### config.mk
export PLATFORM = sky130hd
export DESIGN_NAME = sync_mem_sdp
export DESIGN_NICKNAME = d
export VERILOG_FILES = /design/src/rtl/sync_mem_sdp.sv
export SDC_FILE = /design/constraint.sdc
export NUM_CORES = 1
export LEC_CHECK = 0
export CORE_ASPECT_RATIO = 1.75
export CORE_MARGIN = 4
export CORE_UTILIZATION = 25
export DETAILED_ROUTE_END_ITERATION = 6
export PLACE_DENSITY = 0.44
export SLEW_MARGIN = 20
export SYNTH_ARGS = -nofsm -noshare
export SYNTH_HDL_FRONTEND = slang
export SYNTH_SLANG_ARGS = --single-unit
### constraint.sdc
create_clock -name clk -period 2.54 [get_ports clk]
set_clock_uncertainty 0.15 [all_clocks]
set_input_delay 0.381 -clock clk [delete_from_list [all_inputs] [get_ports clk]]
set_output_delay 0.381 -clock clk [all_outputs]
set_load 0.005 [all_outputs]
### src/rtl/sync_mem_sdp.sv
// Simple-dual-port synchronous RAM with byte enables,
// selectable read latency, collision mode and clear sweep.
module sync_mem_sdp #(
  parameter int WIDTH    = 16,
  parameter int ADDR_W   = 4,
  parameter int READ_LAT = 1,
  parameter int RDW_MODE = 0
) (
  input  logic                 clk,
  input  logic                 rst,
  input  logic                 wr_en,
  input  logic [ADDR_W-1:0]    wr_addr,
  input  logic [WIDTH/8-1:0]   wr_be,
  input  logic [WIDTH-1:0]     wr_data,
  input  logic                 rd_en,
  input  logic [ADDR_W-1:0]    rd_addr,
  output logic [WIDTH-1:0]     rd_data,
  output logic                 rd_valid,
  output logic                 init_busy
);

  localparam int NB    = WIDTH / 8;
  localparam int DEPTH = 1 << ADDR_W;

  if ((WIDTH % 8) != 0) begin : g_bad_width
    $error("sync_mem_sdp: WIDTH must be a multiple of 8");
  end
  if (READ_LAT != 1 && READ_LAT != 2) begin : g_bad_lat
    $error("sync_mem_sdp: READ_LAT must be 1 or 2");
  end

  typedef enum logic { CLEAR, READY } state_t;

  state_t            state, state_nx;
  logic [ADDR_W-1:0] cnt, cnt_nx;

  logic [WIDTH-1:0]  mem [DEPTH];

  logic              ready;
  logic              rfire;
  logic              hit;
  logic [ADDR_W-1:0] waddr;
  logic [WIDTH-1:0]  wdat;
  logic [NB-1:0]     lane_we;
  logic [WIDTH-1:0]  rword;
  logic              pv;
  logic [WIDTH-1:0]  pd;

  assign ready     = (state == READY);
  assign init_busy = (state == CLEAR);
  assign rfire     = rd_en & ready;
  assign hit       = wr_en & ready & (wr_addr == rd_addr);

  // FSM and sweep counter registers
  always_ff @(posedge clk or negedge rst) begin
    if (!rst) begin
      state <= CLEAR;
      cnt   <= '0;
    end else begin
      state <= state_nx;
      cnt   <= cnt_nx;
    end
  end

  // Sweep one entry per clock, then settle in READY for good
  always_comb begin
    state_nx = state;
    cnt_nx   = cnt;
    unique case (state)
      CLEAR: begin
        cnt_nx = cnt + 1'b1;
        if (cnt == DEPTH[ADDR_W-1:0] - 1'b1)
          state_nx = READY;
      end
      READY: state_nx = READY;
    endcase
  end

  // Write port is borrowed by the sweep while clearing
  always_comb begin
    waddr   = wr_addr;
    wdat    = wr_data;
    lane_we = '0;
    if (!ready) begin
      waddr   = cnt;
      wdat    = '0;
      lane_we = '1;
    end else if (wr_en) begin
      lane_we = wr_be;
    end
  end

  // Storage array, byte-lane writes
  always_ff @(posedge clk) begin
    for (int i = 0; i < NB; i++)
      if (lane_we[i])
        mem[waddr][8*i +: 8] <= wdat[8*i +: 8];
  end

  // Read word, optionally forwarding same-edge write lanes
  always_comb begin
    rword = mem[rd_addr];
    if (RDW_MODE == 1 && hit)
      for (int i = 0; i < NB; i++)
        if (wr_be[i])
          rword[8*i +: 8] = wr_data[8*i +: 8];
  end

  if (READ_LAT == 2) begin : g_lat2
    logic             s_valid;
    logic [WIDTH-1:0] s_data;

    // Extra stage between array and output register
    always_ff @(posedge clk or negedge rst) begin
      if (!rst) begin
        s_valid <= 1'b0;
        s_data  <= '0;
      end else begin
        s_valid <= rfire;
        if (rfire)
          s_data <= rword;
      end
    end

    assign pv = s_valid;
    assign pd = s_data;
  end else begin : g_lat1
    assign pv = rfire;
    assign pd = rword;
  end

  // Output register; data holds between reads
  always_ff @(posedge clk or negedge rst) begin
    if (!rst) begin
      rd_valid <= 1'b0;
      rd_data  <= '0;
    end else begin
      rd_valid <= pv;
      if (pv)
        rd_data <= pd;
    end
  end

endmodule

== After elaboration in Yosys (flattened, before gate mapping) ==
Memories as Yosys holds them, arrays and structs flattened. A register that Yosys moved wholly into a read port is not among the register bits.
Cells that the tools add are included.
Cells by class
  add/subtract/negate cells: 1
  eq/ne operators: 1
  muxes and demuxes: 10
  bitwise operators: 2
  reductions and logical operators: 1
Operators by type and width (count)
  $mux 16: 1
  $mux 1: 5
  $add 4x1->4 const B: 1
  $eq 4x4->1 const B: 1
  $mux 2: 2
  $mux 4: 1
  $pmux 1 s2: 1
  $and 1x1->1: 1
  $logic_not 1->1: 1
  $not 1->1: 1
Word-level totals
  register bits: 6
  memory bits (writable): 256
  output and inout port bits: 18
  memories kept: 1
Memory list
  mem: depth 16, width 16, rd ports 1, clocked after memory_dff 1, write ports 1, RTL line 37  | logic [WIDTH-1:0] mem [DEPTH];

== Logic depth before layout (Yosys ltp) ==
  depth after elaboration: 4
  depth in mapped cells: 6

== Least setup slack after synthesis ==
No wires, ideal clock.
  path type: reg2reg
  start point: register state (netlist: ready)
  end point: memory mem[13][0], enable pin
  setup time: 0.370 ns
  arrival: 1.483 ns
  data required time: 2.020 ns
  path slack: 0.537 ns
  cell stages (with the launch flop): 5
  path through: dfrtp_1 -> buf_2 -> buf_2 -> o32a_1 -> nor2_1
Between the ends
  longest elaborated chain between the ends: 3
RTL lines
  start, declared: RTL line 34  | state_t state, state_nx;
  start signal, assigned: RTL line 60  | state <= state_nx;
  $mux 2: RTL line 84  | if (!ready) begin
  $mux 1: RTL line 96  | if (lane_we[i])
  $mux 1 (not written as such): RTL line 97  | mem[waddr][8*i +: 8] <= wdat[8*i +: 8];
  end, declared: RTL line 37
Parallel ways exist; a longest one is shown, timed or not.

== Final worst setup path ==
  start point: register state (netlist: ready)
  end point: output port init_busy
Between the ends
  longest elaborated chain between the ends: 1
RTL lines
  $not 1->1
  end, declared: RTL line 19  | output logic init_busy
No other way between the ends.

==> impl_metrics.env <==
export IMPL_synth_avg_cell_area_um2=15.9
export IMPL_outcome="completed"
export IMPL_synthCells=697
export IMPL_crit_fanout=9
export IMPL_maxCapViolCount=0
export IMPL_clk_latency_ns=0.53
export IMPL_cts_tree="done"
export IMPL_fill_cells=4304
export IMPL_min_period_over_period=0.934
export IMPL_max_slew_margin=0.431
export IMPL_crit_required_ns=2.01
export IMPL_worst_setup_path_end_kind="output port"
export IMPL_ys_types=35
export IMPL_finalSetupViolations=0
export IMPL_grt_overflow=0
export IMPL_setup_tns_ns=0
export IMPL_drive_gt1_frac=0.144
export IMPL_grtUsageTotal=0.121
export IMPL_drtPass1Iterations=4
export IMPL_fp_dieH_um=286
export IMPL_routedWlPerCell_um=21.0
export IMPL_htree_levels=1
export IMPL_critPathLaunchType="register"
export IMPL_antenna_found_initial=0
export IMPL_die_w_um=167
export IMPL_post_cts_buffers=0
export IMPL_wl_met1_um=11400
export IMPL_area_growth_pct=22.2
export IMPL_holdBufCountCts=0
export IMPL_syn_cell_area_um2=11100
export IMPL_ctsResizeCount=0
export IMPL_crit_type="reg -> out"
export IMPL_grt_max_degree=34
export IMPL_fmax_mhz=422
export IMPL_core_area_um2=43600
export IMPL_comb_power_share=0.065
export IMPL_dp_hpwl_um=20000
export IMPL_yosysWarningCount=0
export IMPL_grt_pass1_wl_um=43500
export IMPL_routed_wl_met3_um=810
export IMPL_grt_pass1_vias=6472
export IMPL_wl_um=29200
export IMPL_portBuffers=47
export IMPL_rsz0062_at_grt="false"
export IMPL_power_density_nw_per_um2=725
export IMPL_std_cell_rows=101
export IMPL_ctsRootBufferMaster="clkbuf_16"
export IMPL_min_path_type="in -> async"
export IMPL_power_frac_clock=0.417
export IMPL_p_int_mw=7.75
export IMPL_cts_sink_count=278
export IMPL_yosysSeqAreaShare=0.745
export IMPL_clk_pin_slew_worst_paths_ns=0.06
export IMPL_viasPerCell=4.40
export IMPL_wl_met2_um=16100
export IMPL_switching_share=0.209
export IMPL_p_leak_nw=4.77
export IMPL_num_vias=6104
export IMPL_arrival_ns=1.84
export IMPL_power_mw=9.81
export IMPL_diodes=0
export IMPL_period_needed_ns=2.37
export IMPL_syn_nets=728
export IMPL_ctsLongestPathBuffers=3
export IMPL_hold_violations=0
export IMPL_remaining_drc_errors=0
export IMPL_drt_iter0_drc=367
export IMPL_io_pins=48
export IMPL_power_switching_mw=2.05
export IMPL_place_gp_congestion=0.763
export IMPL_seqPwrFrac=0.517
export IMPL_ys_ff_latch=278
export IMPL_slew_violations=0
export IMPL_vdd_ir_drop_max_uv=369
export IMPL_worstMarginPinSlew_ns=0.850
export IMPL_final_antenna_net_count=0
export IMPL_initial_utilization=0.254
export IMPL_die_area_um2=47800
export IMPL_top_layer_used="met4"
export IMPL_numCtsBuffers=26
export IMPL_nets=833
==> critical path: stages, from the launching register on <==
cell and delay [ns]:
dfrtp_1 0.44, buf_4 0.19, inv_2 0.14, clkdlybuf4s50_1 0.54
==> metal layers <==
| metal | GRT usage | vias up |
|---|---|---|
| li1 | - | 2864 |
| met1 | 0.138 | 3083 |
| met2 | 0.231 | 116 |
| met3 | 0.0123 | 41 |
| met4 | 0.0440 | 0 |
| met5 | 0 | - |
==> layout make-up <==
cell class / instances / area (um2) / share of cell area
inverter: 4 / 15.0 / 0.00111
tap: 566 / 708 / 0.0524
sequential: 278 / 8240 / 0.609
clock inverter: 12 / 166 / 0.0123
multi-input combinational: 379 / 2600 / 0.192
clock buffer: 36 / 739 / 0.0547
timing repair buffer: 113 / 1050 / 0.0780
==> layout by cell type, fill, tap and decap left out, drive strengths merged, types with 2 or more instances in the layout <==
cell,n
nand3,39
clkbuf,36
mux2i,128
clkdlybuf4s50,46
and2,17
buf,67
clkinvlp,3
a22oi,36
bufinv,4
edfxtp,256
dfrtp,22
a31oi,2
nand2,74
xnor2,3
inv,4
clkinv,5
nor2,37
nand4,12
a21oi,17
nor2b,2
==> path summary, 6_finish.rpt <==
path | start | end | slack [ns] | cells after the start
max reg2reg | ready$_DFF_PN0_ | mem[9][1]$_DFFE_PP_ | 0.33 | 4
min reg2reg | rd_data[10]$_DFFE_PN0P_ | rd_data[10]$_DFFE_PN0P_ | 0.33 | 2
min in group clk | rd_data[10]$_DFFE_PN0P_ | rd_data[10]$_DFFE_PN0P_ | 0.33 | 2
min | rst | cnt[0]$_DFFE_PN0N_ | 0.09 | 2
max in group asynchronous | rst | rd_data[10]$_DFFE_PN0P_ | 1.84 | 2
max | ready$_DFF_PN0_ | init_busy | 0.17 | 3
==> synth_stat cells, drive strengths merged <==
master  instances  share of area
edfxtp        256           0.69
mux2i         128           0.12
nand2          74          0.025
nand3          39          0.018
nor2           37          0.013
a22oi          36          0.024
buf            25          0.016
dfrtp          22          0.050
a21oi          17         0.0080
and2           17         0.0096
nand4          12         0.0068
clkbuf         11         0.0037
inv             4         0.0014
xnor2           3         0.0024
a31oi           2         0.0017
nor2b           2         0.0011
a32o            1        0.00090
ha              1         0.0011
mux2            1         0.0010
nand2b          1        0.00057
nor3            1        0.00045
nor3b           1        0.00068
o21ai           1        0.00045
o31ai           1        0.00068
o32a            1        0.00090
o32ai           1        0.00079
or2             1        0.00057
or3             1        0.00057
==> power by group through the flow <==
| stage | registers (mW) | logic (mW) | clock network [mW] |
|---|---|---|---|
| after floorplan | 5.16 | 0.303 | 0 |
| after global placement | 5.17 | 0.659 | 0 |
| after detailed placement | 5.17 | 0.660 | 0 |
| after CTS | 5.07 | 0.662 | 4.21 |
| after global routing | 5.07 | 0.694 | 4.39 |
| final | 5.07 | 0.641 | 4.09 |
==> logic make-up (layout without fill, tap and decap cells) <==
logic type / after synthesis / count (layout) / share of synthesized area
AOI/OAI and AO/OA: 60 / 60 / 0.0379
xor gates and xnor gates: 3 / 3 / 0.00238
adders and majority gates: 1 / 1 / 0.00113
buffers and inverters: 40 / 165 / 0.0209
DFF: 278 / 278 / 0.745
muxes: 129 / 129 / 0.117
and+or+nand+nor: 186 / 186 / 0.0761
==> per-stage QoR <==
stage / util / hold WS (ns) / std cells / worst slack [ns] / area, um2
after floorplan: - / -0.0646 / 697 / 0.537 / 11100
after global placement: 0.289 / 0.320 / 1340 / 0.0187 / 12600
after detailed placement: 0.289 / 0.324 / 1340 / 0.0223 / 12600
after CTS: 0.310 / 0.0862 / 1388 / 0.123 / 13500
after global routing: 0.310 / 0.106 / 1388 / 0.118 / 13500
final: 0.310 / 0.0930 / 1388 / 0.169 / 13500
==> registers in the layout (all words and copies together), names as in the netlist <==
signal and cells:
mem 256, rd_data 16, cnt 4, rd_valid 1, ready 1
(Power assumes the default switching activity.)
